==> src/rtl/piso_shift_tx.sv <==
`default_nettype none
// ============================================================================
// Module      : piso_shift_tx
// Description : Parallel-in, serial-out shift transmitter. Accepts a WIDTH-bit
//               word over valid/ready and shifts it out one bit per i_ce
//               strobe, with first/last bit markers. Words can stream
//               back-to-back with no idle bit between them.
// Revision    : 1.0 - initial release
// ============================================================================
module piso_shift_tx #(
   parameter int WIDTH     = 8,
   parameter bit MSB_FIRST = 1'b1
) (
   input  logic             CLK,
   input  logic             RST,
   input  logic             i_ce,
   input  logic [WIDTH-1:0] i_data,
   input  logic             i_valid,
   output logic             o_ready,
   output logic             o_serial,
   output logic             o_bit_valid,
   output logic             o_first,
   output logic             o_last
);

   localparam int CW = (WIDTH > 2) ? $clog2(WIDTH) : 1;

   localparam logic [0:0]    c_IDLE  = 1'b0;
   localparam logic [0:0]    c_SHIFT = 1'b1;
   localparam logic [CW-1:0] c_LAST  = CW'(WIDTH - 1);
   localparam logic [CW-1:0] c_ONE   = CW'(1);

   logic [0:0]       r_state;
   logic [WIDTH-1:0] r_sh;
   logic [CW-1:0]    r_cnt;

   logic             w_shifting;
   logic             w_at_last;
   logic             w_ready;
   logic             w_accept;
   logic [WIDTH-1:0] w_sh_next;
   logic             w_out_bit;

   // Bit order only changes which end of the register drives the line and
   // which direction the register moves.
   generate
      if (MSB_FIRST) begin : g_msb_first
         assign w_sh_next = {r_sh[WIDTH-2:0], 1'b0};
         assign w_out_bit = r_sh[WIDTH-1];
      end else begin : g_lsb_first
         assign w_sh_next = {1'b0, r_sh[WIDTH-1:1]};
         assign w_out_bit = r_sh[0];
      end
   endgenerate

   // Handshake: ready in IDLE, or on the strobe that retires the last bit so
   // the next word follows without a gap. i_valid never feeds o_ready.
   always_comb begin
      w_shifting = (r_state == c_SHIFT);
      w_at_last  = (r_cnt == c_LAST);
      w_ready    = (r_state == c_IDLE) | (w_shifting & w_at_last & i_ce);
      w_accept   = i_valid & w_ready;
   end

   // Frame sequencer: load on accept, shift on strobe, reload or idle after
   // the last bit. Reset aborts any frame in progress.
   always_ff @(posedge CLK) begin
      if (RST) begin
         r_state <= c_IDLE;
         r_sh    <= '0;
         r_cnt   <= '0;
      end else begin
         case (r_state)
            c_IDLE: begin
               if (w_accept) begin
                  r_sh    <= i_data;
                  r_cnt   <= '0;
                  r_state <= c_SHIFT;
               end
            end
            c_SHIFT: begin
               if (i_ce) begin
                  if (!w_at_last) begin
                     r_sh  <= w_sh_next;
                     r_cnt <= r_cnt + c_ONE;
                  end else if (w_accept) begin
                     r_sh  <= i_data;
                     r_cnt <= '0;
                  end else begin
                     r_state <= c_IDLE;
                  end
               end
            end
            default: begin
               r_state <= c_IDLE;
            end
         endcase
      end
   end

   // Line outputs come straight from registered state and are forced low in IDLE.
   always_comb begin
      o_ready     = w_ready;
      o_serial    = w_shifting & w_out_bit;
      o_bit_valid = w_shifting;
      o_first     = w_shifting & (r_cnt == '0);
      o_last      = w_shifting & w_at_last;
   end

endmodule
`default_nettype wire

==> config.mk <==
export PLATFORM = sky130hd
export DESIGN_NAME = piso_shift_tx
export DESIGN_NICKNAME = d
export VERILOG_FILES = /design/src/rtl/piso_shift_tx.sv
export SDC_FILE = /design/constraint.sdc
export NUM_CORES = 1
export LEC_CHECK = 0
export CAP_MARGIN = 10
export CORE_MARGIN = 4
export CORE_UTILIZATION = 35
export DETAILED_ROUTE_END_ITERATION = 8
export GPL_ROUTABILITY_DRIVEN = 0
export PLACE_DENSITY_LB_ADDON = 0.1
export SYNTH_ARGS = -nofsm -noshare
export SYNTH_HDL_FRONTEND = slang
export SYNTH_SLANG_ARGS = --single-unit
==> constraint.sdc <==
create_clock -name CLK -period 3.6 [get_ports CLK]
set_input_delay 1.08 -clock CLK [delete_from_list [all_inputs] [get_ports CLK]]
set_output_delay 1.08 -clock CLK [all_outputs]
set_load 0.01 [all_outputs]
Yosys cells after proc, flatten, opt, wreduce, memory -nomap -nowiden
Index checks and enable logic that the tools add are counted.

Output and inout bits: 5. Register bits: 12.

Bitwise gates (word level): 7. $add $sub $neg: 1. Reductions and logical operators: 1. Equality and inequality tests: 2. Muxes and demuxes: 12.

Operators by type and width (count): $mux 8 (3); $pmux 8 s2 (1); $mux 3 (3); $pmux 3 s2 (1); $and 1x1->1 (5); $add 3x1->3 const B (1); $eq 3x3->1 const B (1); $logic_not 3->1 (1); $mux 1 (3); $ne 2x2->1 const B (1); $pmux 1 s2 (1); $not 1->1 (1); $or 1x1->1 (1).

Depth between registers and ports, before layout
Gate-level depths: netlist of the first run.

Word-level depth: 9. Mapped depth: 6. Gate-level depth less buffers: 5.

Least setup slack after synthesis of the first run
OpenSTA, ideal clock, no wires.

Path type: input-to-output. Start: in i_ce. End: out o_ready. Data arrival time: 1.320 ns. Required time: 2.520 ns. Setup slack: 1.200 ns. Cell stages on the path: 1. Path through: a21bo_2.

Word-level cells in the longest chain between the ends: 2.

Ends and longest elaborated chain: start, declared (line 16) `input logic i_ce,`; $and 1x1->1 (line 61) `w_ready = (r_state == c_IDLE) | (w_shifting & w_at_last & i_ce);`; $or 1x1->1 (line 61); end, declared (line 19) `output logic o_ready,`.

Every way passes these cells.

Worst setup path in the final report of the first run
Ends and elaborated chain as after synthesis.

==> flow_metrics.tcl, run 1 <==
set metrics [dict create \
    grt_start_max_net_pins 14 \
    status "finished, final reports clean" \
    synth_top_area_share_pct 37.07 \
    arrival_ns 2.30 \
    postRouteAntennaNets 0 \
    clkTransAtPathRegs_ns 0.08 \
    rsz0062_at_grt "no" \
    grt_pass1_vias 557 \
    cts_tree "built" \
    die_w_um 51.03 \
    wl_mm 1.467 \
    synth_warnings 0 \
    initial_core_util_pct 37.13 \
    dp_hpwl_mm 1.006 \
    use_met2_pct 17.17 \
    synth_nets 87 \
    cap_violations 0 \
    syn_inst 72 \
    criticalPathCategory "input port to output pin" \
    yosysSeqAreaShare_pct 37.07 \
    fin_skew_ns 0.002449 \
    clock_latency_ns 0.27 \
    cts-buffers-inserted 3 \
    drc 0 \
    dr.first_iter.drc_count 6 \
    startpoint_type "input port" \
    fmax_mhz 295.9 \
    tightest_slew_ns 0.6911 \
    power_leakage_nw 0.3351 \
    placedCellCount 111 \
    setup.worst_path.end_class "output pin" \
    antenna_cells 0 \
    cts_resized 0 \
    root_buffer "clkbuf_4" \
    via_per_inst 5.183 \
    cts_sinks 12 \
    nets 106 \
    drive_above_1_share_pct 11.11 \
    via_count 596 \
    track_usage_pct 12.57 \
    multiInputGateArea_um2 349.1 \
    final_max_slew_viol_count 0 \
    finalSetupViolations 0 \
    hp-class "register to register" \
    synth_edf_count 0 \
    fin_util_pct 49.61 \
    slew-limit-headroom_pct 53.83 \
    fin_crit_ns 3.379 \
    grt_util_met1_pct 17.17 \
    ys_ff_latch 12 \
    finalSetupTns_ns 0 \
    required_ns 2.52 \
    crit_path_max_fanout 6 \
    die_h_um 51.03 \
    synth.distinct_cells 23 \
    finalPower_mw 0.3156 \
    grt_pass1_wl_mm 2.470 \
    row_count 15 \
    area_growth_pct 33.59 \
    synthTopCellsByArea "dfxtp_1 37%, a31oi_1 11%, o221a_1 8.7%" \
    dieArea_um2 2604 \
    yosysTopAreaCell "dfxtp_1" \
    grt_overflow_total 0 \
    antenna_found_initial 0 \
    wl_per_cell_um 12.76 \
    io_buffer_count 16 \
    grt_use_met3_pct 5.831 \
    cts_setup_buffers 0 \
    coreArea_um2 1745 \
    hold_violations 0 \
    fillers 177 \
    stdcell_count 115 \
    cts_buffer_depth 2 \
    async_reset_ff_share_pct 0 \
    seq_area_um2 240.2 \
    fin_crit_sh_pct 93.86 \
    syn_avg_cell_area_um2 9.002 \
    ys_top_cells_by_count "12 x dfxtp_1, 11 x a31oi_1, 11 x nand3_1" \
    vdd_drop_max_v 0.0001757 \
    powerDensity_nw_per_um2 364.5 \
    first_pass_iters 3 \
    synth.cell_area_um2 648.1 \
    synthFlopType "dfxtp_1" \
    busiest_layer "met1" \
    ctsHtreeMaxLevel 1 \
    cts_hold_buf 0 \
    yosysMostFrequentCell "dfxtp_1" \
    pin_count 17 \
]
## stage by stage
stage	area (µm²)	setup WS (ns)	hold slack (ns)
finish	865.8	0.2210	0.4903
global route	865.8	0.1564	0.5105
CTS	865.8	0.2074	0.4972
detailed placement	829.5	0.2141	0.4799
global placement	829.5	0.2247	0.4741
floorplan	648.1	1.200	0.4487
## critical path: stages
cell	delay [ns]
clkdlybuf4s50_1	0.48
a21bo_2	0.19
clkdlybuf4s50_1	0.55
## sequential cells by signal, indices dropped and copies added, names as in the netlist
name	cells
r_cnt	3
o_bit_valid	1
r_sh	8
## path summary, 6_finish.rpt
check | from | end | slack (ns) | cells past startpoint
min reg2reg | r_sh[7] | r_sh[7] | 0.49 | 2
max reg2reg | r_cnt[0] | r_sh[2] | 1.84 | 5
min | r_sh[7] | r_sh[7] | 0.49 | 2
max | i_ce | o_ready | 0.22 | 3
## power breakdown
group	switching, mW	total (mW)	internal, mW
clock	0.0474	0.109	0.0615
sequential	0.00698	0.149	0.142
combinational	0.0270	0.0580	0.0310
total	0.0814	0.316	0.234
## cell type report
cell class | instances | share of cell area [%]
Clock buffer | 4 | 4.191
Inverter | 9 | 3.902
Multi-Input combinational cell | 47 | 40.32
Sequential cell | 12 | 27.75
Tap cell | 25 | 3.613
Timing Repair Buffer | 18 | 20.23
## placed cells by master, fill, tap and decap left out, types with 2 or more instances in the layout
master           synthesis  layout
clkdlybuf4s50_1          0      16
buf_4                    0       2
o221a_1                  5       5
and2_1                   2       2
a31oi_1                 11      11
nand3_1                 11      11
ha_1                     3       3
clkbuf_4                 0       3
and3b_1                  2       2
inv_1                    8       8
dfxtp_1                 12      12
nand2_1                  2       2
a21oi_1                  2       2
## routing by layer
layer	share of wire, %	wire length (µm)	up-vias
li1	-	-	305
met1	52	759	274
met2	42	611	15
met3	5.6	82	2
met4	0.82	12	0
met5	0	0	-
## cell families after synthesis
family          Yosys count  share of synthesized area (%)
compound gates           22                          27.80
flops                    12                          37.07
buf+inv                  13                          9.072
fa+ha+maj                 3                          5.792
simple gates             22                          20.27
Power figures use the tool's default switching activity.
==> run 2: changes to the inputs <==
==> constraint.sdc (replaced) <==
create_clock -name CLK -period 3.1 [get_ports CLK]
set_input_delay 0.93 -clock CLK [delete_from_list [all_inputs] [get_ports CLK]]
set_output_delay 0.93 -clock CLK [all_outputs]
set_load 0.01 [all_outputs]
==> flow_metrics.tcl, run 2 (synthesis results as in run 1) <==
set metrics [dict create \
    cts-buffers-inserted 3 \
    holdPathStages 2 \
    fin_skew_ns 0.006714 \
    power_frac_seq_pct 47.4 \
    via_per_inst 5.094 \
    cts_sinks 12 \
    wl_mm 1.422 \
    root_buffer "clkbuf_4" \
    clkPwrFrac_pct 34.1 \
    hold-worst-slack_ns 0.4966 \
    postRouteAntennaNets 0 \
    final_cell_mix "16 x clkdlybuf4s50_1, 12 x dfxtp_1, 11 x a31oi_1, 11 x nand3_1, 8 x inv_1" \
    grt_pass1_wl_mm 2.428 \
    initial_core_util_pct 37.13 \
    placedCellCount 113 \
    hp-start "r_sh[7]" \
    cts_hold_buf 0 \
    hold_violations 0 \
    fin_crit_sh_pct 97.01 \
    io_buffer_count 16 \
    net-switching-power_mw 0.09117 \
    grt_start_max_net_pins 14 \
    pin_count 17 \
    fillers 178 \
    slew-limit-headroom_pct 69.14 \
    fin_crit_ns 3.007 \
    cts_buffer_depth 2 \
    drive_above_1_share_pct 13.04 \
    antenna_cells 0 \
    layout_setup_ws_ns 0.09277 \
    r2r_setup_slack_ns 1.55 \
    hp-class "register to register" \
    status "finished, final reports clean" \
    wl_per_cell_um 12.15 \
    largest_reg_flops 8 \
    dp_hpwl_mm 1.068 \
    nets 108 \
    dr.first_iter.drc_count 13 \
    reg2regPathDepth 6 \
    tightest_slew_ns 0.4615 \
    powerDensity_nw_per_um2 414.4 \
    criticalPathCategory "input port to output pin" \
    cts_setup_buffers 0 \
    grt_overflow_total 0 \
    p_int_mw 0.2739 \
    fmax_mhz 332.5 \
    die_h_um 51.03 \
    required_ns 2.17 \
    coreArea_um2 1745 \
    dieArea_um2 2604 \
    setup.worst_path.end_class "output pin" \
    row_count 15 \
    die_w_um 51.03 \
    cts_tree "built" \
    cp-startpoint "i_ce" \
    reg2reg_to "r_sh[2]" \
    final_max_slew_viol_count 0 \
    crit_path_max_fanout 2 \
    finalSetupTns_ns 0 \
    place_ws_ns 0.09140 \
    finalSetupViolations 0 \
    finalPower_mw 0.3651 \
    power_leakage_nw 0.3445 \
    area_growth_pct 35.91 \
    ctsHtreeMaxLevel 1 \
    regMostFlops "r_sh" \
    clkTransAtPathRegs_ns 0.08 \
    r2r-start "r_cnt[1]" \
    stdcell_count 117 \
    arrival_ns 2.08 \
    cts_resized 0 \
    drc 0 \
    swShare_pct 24.97 \
    track_usage_pct 12.63 \
    min_to "r_sh[7]" \
    first_pass_iters 4 \
    rsz0062_at_grt "no" \
    layout_commonest_cell "clkdlybuf4s50_1" \
    startpoint_type "input port" \
    antenna_found_initial 0 \
    clock_latency_ns 0.28 \
    power_frac_comb_pct 18.5 \
    via_count 596 \
    cap_violations 0 \
    grt_pass1_vias 566 \
    vdd_drop_max_v 0.0002946 \
]
==> run 2: changes by cell type in the layout (fill, tap and decap cells not counted), sizes merged <==
| cell | previous run | this run |
|---|---|---|
| buf | 2 | 4 |
==> run 2: area by class of cell <==
cell class              instances  area, µm²  share of cell area (%)
multi-input cells              47      349.1                   39.63
flip-flops and latches         12      240.2                   27.27
repair buffers                 20      190.2                   21.59
clock buffers                   4      36.28                   4.119
inverters                       9      33.78                   3.835
well taps                      25      31.28                   3.551
==> run 2: routing by layer <==
layer / global-route usage, % / share of wire (%) / vias up
met3: 7.289 / 6.9 / 2
met1: 15.26 / 50 / 272
li1: - / - / 307
met2: 18.67 / 42 / 15
met4: 4.036 / 0.70 / 0
met5: 0 / 0 / -
==> run 2: metrics by stage <==
step                      instance area (µm²)  util, %
after global placement                  844.6    48.39
after global routing                    880.8    50.47
after CTS                               880.8    50.47
final                                   880.8    50.47
after floorplan                         648.1        -
after detailed placement                844.6    48.39
==> run 2: worst max-delay path, cell delays in order <==
cell	delay, ns
clkdlybuf4s50_1	0.47
a21bo_2	0.14
clkdlybuf4s50_1	0.53
==> run 2: worst max-delay path by stage <==
stage                    to  slack, ns  depth (start not counted)
finish              o_ready       0.09                          3
global placement    o_ready       0.08                          3
detailed placement  o_ready       0.09                          3
global route        o_ready       0.05                          3
floorplan           o_ready        1.0                          1
CTS                 o_ready       0.08                          3
==> run 2: power by group through the flow <==
| stage | clock (mW) | combinational [mW] | sequential, mW |
|---|---|---|---|
| 6_report | 0.124 | 0.0676 | 0.173 |
| 5_1_grt | 0.141 | 0.0746 | 0.175 |
| 4_1_cts | 0.130 | 0.0686 | 0.173 |
| 3_5_place_dp | 0 | 0.0681 | 0.177 |
| 3_3_place_gp | 0 | 0.0679 | 0.177 |
| 2_1_floorplan | 0 | 0.0401 | 0.173 |
==> run 3: changes to the inputs <==
--- a/config.mk
+++ b/config.mk
@@ -6,10 +6,10 @@
 export NUM_CORES = 1
 export LEC_CHECK = 0
 export CAP_MARGIN = 10
-export CORE_MARGIN = 4
 export CORE_UTILIZATION = 35
 export DETAILED_ROUTE_END_ITERATION = 8
 export GPL_ROUTABILITY_DRIVEN = 0
+export MAX_ROUTING_LAYER = met4
 export PLACE_DENSITY_LB_ADDON = 0.1
 export SYNTH_ARGS = -nofsm -noshare
 export SYNTH_HDL_FRONTEND = slang
==> constraint.sdc (replaced) <==
create_clock -name CLK -period 3.1 [get_ports CLK]
set_input_delay 0.93 -clock CLK [delete_from_list [all_inputs] [get_ports CLK]]
set_output_delay 0.93 -clock CLK [all_outputs]
set_load 0.05 [all_outputs]
==> flow_metrics.tcl, run 3 (synthesis results as in run 1) <==
set metrics [dict create \
    path_cells "ha_1 -> ha_1 -> and2_1 -> clkdlybuf4s50_1" \
    root_buffer "clkbuf_4" \
    cts_resized 0 \
    cts_setup_buffers 0 \
    tightest_slew_ns 0.7097 \
    pin_count 17 \
    grt_pass1_vias 545 \
    layout_commonest_cell "clkdlybuf4s50_1" \
    clkPwrFrac_pct 34.5 \
    io_buffer_count 16 \
    grt_start_max_net_pins 14 \
    crit_path_frequent_cell "ha_1" \
    drive_above_1_share_pct 11.24 \
    vdd_drop_max_v 0.0002534 \
    initial_core_util_pct 37.54 \
    dp_hpwl_um 977.2 \
    first_pass_iters 6 \
    fin_crit_ns 2.908 \
    finalSetupViolations 0 \
    track_usage_pct 17.00 \
    slowest_delay_ns 0.79 \
    clock_latency_ns 0.28 \
    power_frac_seq_pct 45.3 \
    final_max_slew_viol_count 0 \
    arrival_ns 1.98 \
    cts-buffers-inserted 3 \
    die_h_um 45.03 \
    cap_violations 0 \
    p_int_mw 0.2732 \
    wl_mm 1.430 \
    fin_util_pct 50.29 \
    slew-limit-headroom_pct 52.59 \
    regMostFlops "r_sh" \
    area_growth_pct 33.98 \
    grt_pass1_wl_mm 2.401 \
    largest_reg_flops 8 \
    via_count 599 \
    cts_tree "built" \
    worst-path-buf-inv 1 \
    grt_overflow_total 0 \
    final_cell_mix "15 x clkdlybuf4s50_1, 12 x dfxtp_1, 11 x a31oi_1, 11 x nand3_1, 8 x inv_1" \
    power_frac_comb_pct 20.2 \
    ctsHtreeMaxLevel 1 \
    row_count 15 \
    via_per_inst 5.254 \
    criticalPathCategory "register to output pin" \
    swShare_pct 28.69 \
    dieArea_um2 2028 \
    die_w_um 45.03 \
    cts_hold_buf 0 \
    fillers 178 \
    coreArea_um2 1727 \
    antenna_found_initial 0 \
    hp-class "register to register" \
    critPathTopFamily "buffers and inverters" \
    fin_crit_sh_pct 93.80 \
    setup.worst_path.end_class "output pin" \
    hold_violations 0 \
    dr.first_iter.drc_count 7 \
    required_ns 2.17 \
    wl_per_cell_um 12.54 \
    startpoint_type "register" \
    postRouteAntennaNets 0 \
    powerDensity_nw_per_um2 441.1 \
    net-switching-power_mw 0.1099 \
    rsz0062_at_grt "no" \
    cp_slowest_cell "clkdlybuf4s50_1" \
    cts_buffer_depth 2 \
    antenna_cells 0 \
    crit_path_max_fanout 4 \
    power_leakage_nw 0.3360 \
    fmax_mhz 343.9 \
    finalSetupTns_ns 0 \
    cts_sinks 12 \
    drc 0 \
    nets 105 \
    status "finished, final reports clean" \
    fin_skew_ns 0.001430 \
    clkTransAtPathRegs_ns 0.09 \
]
==> run 3: cell count changes in the layout (fill, tap and decap cells not counted), sizes merged <==
| cell | before | now |
|---|---|---|
| buf | 4 | 2 |
| clkdlybuf4s50 | 16 | 15 |
==> run 3: final cells by class <==
class | instances | area, µm² | area share [%]
clock buffer | 4 | 36.28 | 4.179
inverter | 9 | 33.78 | 3.890
multi-input combinational | 47 | 349.1 | 40.20
sequential | 12 | 240.2 | 27.67
tap | 25 | 31.28 | 3.602
timing repair buffer | 17 | 177.7 | 20.46
==> run 3: worst reg2reg max path: stages (launching register included) <==
cell     delay [ns]
dfxtp_1        0.34
ha_1           0.20
ha_1           0.23
nor2b_1        0.58
a32oi_1        0.22
a31oi_1        0.17
==> run 3: final timing paths <==
path / startpoint / cells after the start / slack [ns] / endpoint
worst min-delay path: r_sh[0] / 2 / 0.48 / r_sh[0]
worst max-delay path: r_cnt[1] / 4 / 0.19 / o_last
worst max register to register: r_cnt[0] / 5 / 1.29 / r_sh[7]
worst min register to register: r_sh[0] / 2 / 0.48 / r_sh[0]
==> run 3: routing by layer <==
layer / share of wire (%) / track usage [%] / vias to the layer above / routed length [µm]
met5: 0 / - / - / 0
met4: 1.3 / 5.455 / 0 / 18
met3: 6.9 / 6.000 / 4 / 98
met2: 43 / 25.51 / 19 / 617
met1: 49 / 21.23 / 271 / 696
li1: - / - / 305 / -
==> run 3: metrics by stage <==
step	instances	worst slack (ns)	hold WS (ns)	area [µm²]	power, mW
final	114	0.1923	0.4831	868.3	0.3830
after global routing	114	0.1162	0.5363	868.3	0.4048
after CTS	114	0.1874	0.4895	868.3	0.3871
after detailed placement	110	0.3267	0.4725	832.0	0.2543
after global placement	110	0.3445	0.4774	832.0	0.2543
after floorplan	72	0.4365	0.4487	648.1	0.2234
==> run 3: power by group through the flow <==
stage | registers (mW) | clock network [mW] | logic [mW]
2_1_floorplan | 0.176 | 0 | 0.0474
3_3_place_gp | 0.177 | 0 | 0.0777
3_5_place_dp | 0.177 | 0 | 0.0775
4_1_cts | 0.173 | 0.136 | 0.0780
5_1_grt | 0.175 | 0.146 | 0.0837
6_report | 0.173 | 0.132 | 0.0776
